File: config.mk
export PLATFORM = sky130hd
export DESIGN_NAME = regwrite_arbiter
export DESIGN_NICKNAME = d
export VERILOG_FILES = /design/src/rtl/riscv_pkg.sv /design/src/rtl/wb_queue.sv /design/src/rtl/regwrite_arbiter.sv
export SDC_FILE = /design/constraint.sdc
export NUM_CORES = 1
export LEC_CHECK = 0
export CAP_MARGIN = 25
export CORE_MARGIN = 10
export CORE_UTILIZATION = 25
export CTS_CLUSTER_DIAMETER = 200
export DETAILED_ROUTE_END_ITERATION = 16
export PLACE_DENSITY_LB_ADDON = 0.2
export SKIP_LAST_GASP = 1
export SLEW_MARGIN = 25
export SYNTH_ARGS = -nofsm -noshare
export SYNTH_HDL_FRONTEND = slang
export SYNTH_SLANG_ARGS = --single-unit
File: constraint.sdc
create_clock -name clk -period 4.3 [get_ports clk]
set_input_delay 0.86 -clock clk [delete_from_list [all_inputs] [get_ports clk]]
set_output_delay 0.86 -clock clk [all_outputs]
set_load 0.01 [all_outputs]
File: src/rtl/riscv_pkg.sv
// Shared definitions for the writeback path: data/register widths and the
// entry format carried from the producers to the register file.
package riscv_pkg;

    localparam int XLEN   = 32;
    localparam int REG_AW = 5;

    // One pending writeback result: destination register plus its value.
    typedef struct packed {
        logic [REG_AW-1:0] rd;
        logic [XLEN-1:0]   data;
    } wb_entry_t;

endpackage

File: src/rtl/wb_queue.sv
// Writeback FIFO with two ordered push ports and an always-popping head.
// Port 0 is the older of two same-cycle pushes. The head leaves at every
// clock edge while the queue is non-empty, so the consumer never stalls.
// A flat entry/valid view is exported for the bypass search.
import riscv_pkg::*;

module wb_queue #(
    parameter int DEPTH = 4
) (
    input  logic                            clk,
    input  logic                            rst_n,
    input  logic                            push0_valid_i,
    input  wb_entry_t                       push0_entry_i,
    input  logic                            push1_valid_i,
    input  wb_entry_t                       push1_entry_i,
    output wb_entry_t                       head_entry_o,
    output logic [$clog2(DEPTH):0]          count_o,
    output logic [$clog2(DEPTH)-1:0]        head_ptr_o,
    output wb_entry_t                       entries_o [DEPTH],
    output logic [DEPTH-1:0]                valid_o
);

    localparam int PW = $clog2(DEPTH);
    localparam int CW = PW + 1;

    wb_entry_t         entries_q [DEPTH];
    logic [DEPTH-1:0]  valid_q;
    logic [PW-1:0]     headPtr_q, headPtr_d;
    logic [PW-1:0]     tailPtr_q, tailPtr_d;
    logic [CW-1:0]     count_q, count_d;
    logic              popEn;
    logic [PW-1:0]     push1Slot;
    logic [CW-1:0]     pushCount;

    // Next-state arithmetic: the head pops whenever something is queued, and
    // the second push lands just behind the first one if both are present.
    always_comb begin
        popEn     = (count_q != '0);
        pushCount = CW'(push0_valid_i) + CW'(push1_valid_i);
        push1Slot = tailPtr_q + PW'(push0_valid_i);
        headPtr_d = headPtr_q + PW'(popEn);
        tailPtr_d = tailPtr_q + PW'(push0_valid_i) + PW'(push1_valid_i);
        count_d   = count_q + pushCount - CW'(popEn);
    end

    // Control state: pointers, occupancy and per-slot valid bits. On a full
    // queue the tail equals the head, so the pop clear is ordered before the
    // push set to let the incoming entry reclaim the slot that is leaving.
    always_ff @(posedge clk or negedge rst_n) begin
        if (!rst_n) begin
            headPtr_q <= '0;
            tailPtr_q <= '0;
            count_q   <= '0;
            valid_q   <= '0;
        end else begin
            headPtr_q <= headPtr_d;
            tailPtr_q <= tailPtr_d;
            count_q   <= count_d;
            if (popEn) begin
                valid_q[headPtr_q] <= 1'b0;
            end
            if (push0_valid_i) begin
                valid_q[tailPtr_q] <= 1'b1;
            end
            if (push1_valid_i) begin
                valid_q[push1Slot] <= 1'b1;
            end
        end
    end

    // Entry payload storage; contents only matter where the valid bit is set,
    // so the data array carries no reset.
    always_ff @(posedge clk) begin
        if (push0_valid_i) begin
            entries_q[tailPtr_q] <= push0_entry_i;
        end
        if (push1_valid_i) begin
            entries_q[push1Slot] <= push1_entry_i;
        end
    end

    assign head_entry_o = entries_q[headPtr_q];
    assign count_o      = count_q;
    assign head_ptr_o   = headPtr_q;
    assign entries_o    = entries_q;
    assign valid_o      = valid_q;

    // The top-level ready logic must never let occupancy exceed the storage.
    assert property (@(posedge clk) disable iff (!rst_n) count_q <= CW'(DEPTH));

endmodule

File: src/rtl/regwrite_arbiter.sv
// Register-file write initiator. Collects ALU and LSU writeback results,
// drops writes to x0, queues the rest in LSU-before-ALU order and drains one
// entry per cycle onto the register file port. Decode can peek at pending
// results through two bypass lookup ports (youngest match wins).
import riscv_pkg::*;

module regwrite_arbiter #(
    parameter int DEPTH = 4
) (
    input  logic              clk,
    input  logic              rst_n,
    input  logic              alu_valid_i,
    input  logic [4:0]        alu_rd_i,
    input  logic [31:0]       alu_data_i,
    output logic              alu_ready_o,
    input  logic              lsu_valid_i,
    input  logic [4:0]        lsu_rd_i,
    input  logic [31:0]       lsu_data_i,
    output logic              lsu_ready_o,
    output logic [31:0]       reg_wr_data_o,
    output logic [4:0]        reg_wr_addr_o,
    output logic              ctl_reg_we_o,
    input  logic [4:0]        byp_r1_i,
    input  logic [4:0]        byp_r2_i,
    output logic              byp_hit1_o,
    output logic              byp_hit2_o,
    output logic [31:0]       byp_data1_o,
    output logic [31:0]       byp_data2_o
);

    localparam int PW = $clog2(DEPTH);
    localparam int CW = PW + 1;

    logic              lsuReq, aluReq;
    logic              lsuX0, aluX0;
    logic              lsuPush, aluPush;
    logic [CW-1:0]     count;
    logic [CW-1:0]     freeSlots;
    logic [PW-1:0]     headPtr;
    logic [PW-1:0]     slot;
    wb_entry_t         headEntry;
    wb_entry_t         lsuEntry, aluEntry;
    wb_entry_t         entries [DEPTH];
    logic [DEPTH-1:0]  validBits;

    // Qualify requests, count usable slots (the head always leaves this
    // cycle) and grant the LSU first when only one slot is available.
    always_comb begin
        lsuX0     = lsu_valid_i && (lsu_rd_i == '0);
        aluX0     = alu_valid_i && (alu_rd_i == '0);
        lsuReq    = lsu_valid_i && (lsu_rd_i != '0);
        aluReq    = alu_valid_i && (alu_rd_i != '0);
        freeSlots = CW'(DEPTH) - count + CW'(count != '0);
        lsu_ready_o = (freeSlots >= CW'(1)) || lsuX0;
        alu_ready_o = (freeSlots >= CW'(2))
                   || ((freeSlots >= CW'(1)) && !lsuReq)
                   || aluX0;
        lsuPush  = lsuReq && lsu_ready_o;
        aluPush  = aluReq && alu_ready_o;
        lsuEntry = '{rd: lsu_rd_i, data: lsu_data_i};
        aluEntry = '{rd: alu_rd_i, data: alu_data_i};
    end

    wb_queue #(
        .DEPTH (DEPTH)
    ) u_queue (
        .clk           (clk),
        .rst_n         (rst_n),
        .push0_valid_i (lsuPush),
        .push0_entry_i (lsuEntry),
        .push1_valid_i (aluPush),
        .push1_entry_i (aluEntry),
        .head_entry_o  (headEntry),
        .count_o       (count),
        .head_ptr_o    (headPtr),
        .entries_o     (entries),
        .valid_o       (validBits)
    );

    // Write port is driven purely from registered queue state; idle reads 0.
    always_comb begin
        ctl_reg_we_o  = (count != '0);
        reg_wr_addr_o = ctl_reg_we_o ? headEntry.rd   : '0;
        reg_wr_data_o = ctl_reg_we_o ? headEntry.data : '0;
    end

    // Bypass search walks oldest to youngest from the head so that the last
    // match seen is the youngest; x0 lookups never hit.
    always_comb begin
        byp_hit1_o  = 1'b0;
        byp_hit2_o  = 1'b0;
        byp_data1_o = '0;
        byp_data2_o = '0;
        slot        = '0;
        for (int i = 0; i < DEPTH; i++) begin
            slot = headPtr + PW'(i);
            if (validBits[slot] && (byp_r1_i != '0) && (entries[slot].rd == byp_r1_i)) begin
                byp_hit1_o  = 1'b1;
                byp_data1_o = entries[slot].data;
            end
            if (validBits[slot] && (byp_r2_i != '0) && (entries[slot].rd == byp_r2_i)) begin
                byp_hit2_o  = 1'b1;
                byp_data2_o = entries[slot].data;
            end
        end
    end

endmodule

==> flow_summary.json <==
{
  "antenna_found_initial": 4,
  "firstDrtPassIters": 5,
  "max_freq_ghz": 0.235,
  "die-area_sq_mm": 0.0612,
  "layout-drive-gt1-share_pct": 21.0,
  "power_density_mw_per_mm2": 990,
  "routabilityCongestion": 0.808,
  "power_leakage_nw": 6.80,
  "finClkSkew_ns": 0.00899,
  "synth.distinct_cells": 59,
  "root_buffer": "clkbuf_16",
  "crit_type": "register to output pin",
  "drv_slew": 0,
  "rrSetupSlack_ns": 0.38,
  "setup_viol": 0,
  "yosysWarnings": 0,
  "cp_slowest_stage_delay_ns": 0.51,
  "clk_latency_ns": 0.45,
  "totalWireLength_mm": 49.4,
  "grt_pass1_wl_mm": 73.5,
  "coreArea_sq_mm": 0.0513,
  "synth-main-ff-cell": "dfxtp_1",
  "min_from": "u_queue.count_o[2]",
  "dpl.hpwl_mm": 34.8,
  "finalInstanceArea_sq_mm": 0.0171,
  "ant_nets": 0,
  "cp_data_arrival_time_ns": 3.39,
  "final_nets": 1690,
  "holdPathEnd": "u_queue.count_o[2]",
  "crit_start": "u_queue.head_ptr_o[0]",
  "post-route-drc-count": 0,
  "setup_ws_ns": 0.0478,
  "pin_count": 194,
  "first_iter_violations": 706,
  "tritoncts": "done",
  "crit_cells": 12,
  "yosysTopAreaCell": "dfxtp_1",
  "whs_ns": 0.536,
  "max-vdd-ir-drop_mv": 0.614,
  "totalPowerFinal_mw": 16.9,
  "synth_nets": 1505,
  "grt_setup_unrepaired": "true",
  "slowest_stage": "dfrtp_4",
  "start_util_pct": 25.2,
  "htreeDepth": 4,
  "max_cap_violations": 0,
  "routed_via_density": 5.19,
  "grt_pass1_vias": 11500,
  "grt_start_max_net_pins": 65,
  "tightest_slew_ns": 0.919,
  "netlist_top_cells_count": "253 x nand2_1, 240 x mux2i_1, 153 x o21ai_0",
  "synth_top_area_share_pct": 22.9,
  "cts_max_path_buffers": 2,
  "nFillCells": 5265,
  "post-place-ws_ns": -0.151,
  "hold_path_class": "register to register",
  "max-slew-margin-rel_pct": 38.7,
  "critPathBufInv": 5,
  "reg2reg_to": "u_queue.entries_o[45]",
  "ys_seq_area_share_pct": 25.0,
  "crit_path_end_kind": "output pin",
  "path_clk_slew_ns": 0.06,
  "cp-start-kind": "register",
  "r2r_start": "u_queue.count_o[0]",
  "port-buffer-count": 193,
  "vias": 11800,
  "synth_edf_count": 0,
  "min_path_cells": 1,
  "synthArstFlopShare_pct": 6.92,
  "cp_cell_sequence": "inv_2 > ha_4 > buf_12 > mux4_2 > xnor2_2 > and4_4 > a211oi_4 > buf_4 > buf_12 > a211o_1 > a22o_1 > dlygate4sd2_1",
  "syn_area_per_cell_sq_um": 9.22,
  "critical_path.max_fanout": 16,
  "synthesis.area_sq_mm": 0.0129,
  "cts_num_sinks": 159,
  "syn_to_final_growth_pct": 32.4,
  "synth.most_common_cell": "nand2_1",
  "dpl-instance-area_sq_mm": 0.0161,
  "cts_buffers": 17,
  "seq_area_sq_mm": 0.00324,
  "path_common_cell": "buf_12",
  "die_w_um": 247,
  "grt-ovfl-total": 0,
  "ys_ff_latch": 159,
  "rows": 83,
  "cpLargestDelayFamily": "buffers and inverters",
  "finalCritPeriodShare_pct": 98.9,
  "reg2reg_depth": 12,
  "synthCells": 1403,
  "hold_buffers": 0,
  "yosys-top-cells-area": "dfxtp_1 23%, mux2i_1 19%, mux4_2 14%",
  "status": "finished, final reports clean",
  "multi_input_area_sq_mm": 0.00927,
  "min_period_ns": 4.25,
  "track_usage_pct": 15.6,
  "final_core_util_pct": 33.4,
  "hold_viol": 0,
  "cp.required_ns": 3.44,
  "die_y_um": 247,
  "routedWlPerCell_um": 21.7
}
## registers in the layout, indices dropped and copies added (netlist names)
| name | cells |
|---|---|
| u_queue.count_o | 3 |
| u_queue.entries_o | 148 |
| u_queue.valid_o | 4 |
| u_queue.tailPtr_q | 2 |
| u_queue.head_ptr_o | 2 |
## layout by cell type, fill, tap and decap left out, drive strengths merged, types with 30 or more instances in the layout
| master | instances |
|---|---|
| clkbuf | 47 |
| a21oi | 49 |
| xnor2 | 39 |
| nor2 | 30 |
| clkdlybuf4s50 | 127 |
| dlygate4sd2 | 38 |
| a22o | 33 |
| mux2i | 240 |
| and2 | 36 |
| dfxtp | 148 |
| buf | 103 |
| nand2 | 253 |
| mux4 | 87 |
| o21ai | 168 |
## metal layers
layer  wire length [um]  vias up  track usage (%)
met3               2580       46             2.92
met4                940        6             4.84
met1              22700     5856             20.4
met5                 28        -                0
li1                   -     5583                -
met2              23200      351             25.7
## final cells by class
cell class	instances	area share, %
Inverter	13	0.285
Timing Repair Buffer	299	17.8
Multi-Input combinational cell	1098	54.2
Sequential cell	159	18.9
Tap cell	680	4.97
Antenna cell	1	0.0146
Clock inverter	12	1.21
Clock buffer	19	2.59
## cells by family (layout without fill, tap and decap cells)
kind of cell	count (synthesis)	count (layout)	share of synthesized area (%)
AO/OA/AOI/OAI	325	325	16.6
XOR/XNOR	47	47	3.18
adder cells (fa/ha/maj)	14	14	1.41
buffers and inverters	146	343	5.81
flip-flops	159	159	25.0
multiplexers	345	345	35.4
other	0	1	0
AND/OR/NAND/NOR	367	367	12.5
## per-stage QoR
stage | setup TNS (ns) | instances
after floorplan | 0 | 1403
after global placement | -0.258 | 2218
after detailed placement | -0.151 | 2218
after CTS | -0.0672 | 2268
after global routing | -1.83 | 2280
final | 0 | 2281
## worst register-to-register path: cells and delay by family, from the launching register on
kind	cells	cell delay, ns
xor+xnor	1	0.16
buf+inv	3	1.03
flops	1	0.40
simple gates	3	1.16
fa+ha+maj	2	0.38
mux	1	0.30
compound gates	2	0.36
## power by group
group	internal, mW	switching [mW]
registers	2.32	0.805
logic	5.83	6.26
clock network	1.05	0.677
## worst max-delay path by stage
stage | endpoint | slack (ns)
floorplan | byp_data1_o[0] | 0.02
global placement | byp_data2_o[31] | -0.26
detailed placement | byp_data2_o[31] | -0.15
CTS | byp_data2_o[31] | -0.04
global route | byp_data2_o[18] | -0.08
finish | byp_data2_o[18] | 0.05
## repair_timing
| item | 4_1_cts | 5_1_grt |
|---|---|---|
| buffers inserted | 18 | 9 |
| gates cloned | 1 | 3 |
| resized for setup | 102 | 60 |
| pin swaps | 9 | 2 |
| endpoints found under the setup margin | 67 | 65 |
No activity file was read; power rests on OpenSTA's default activity.
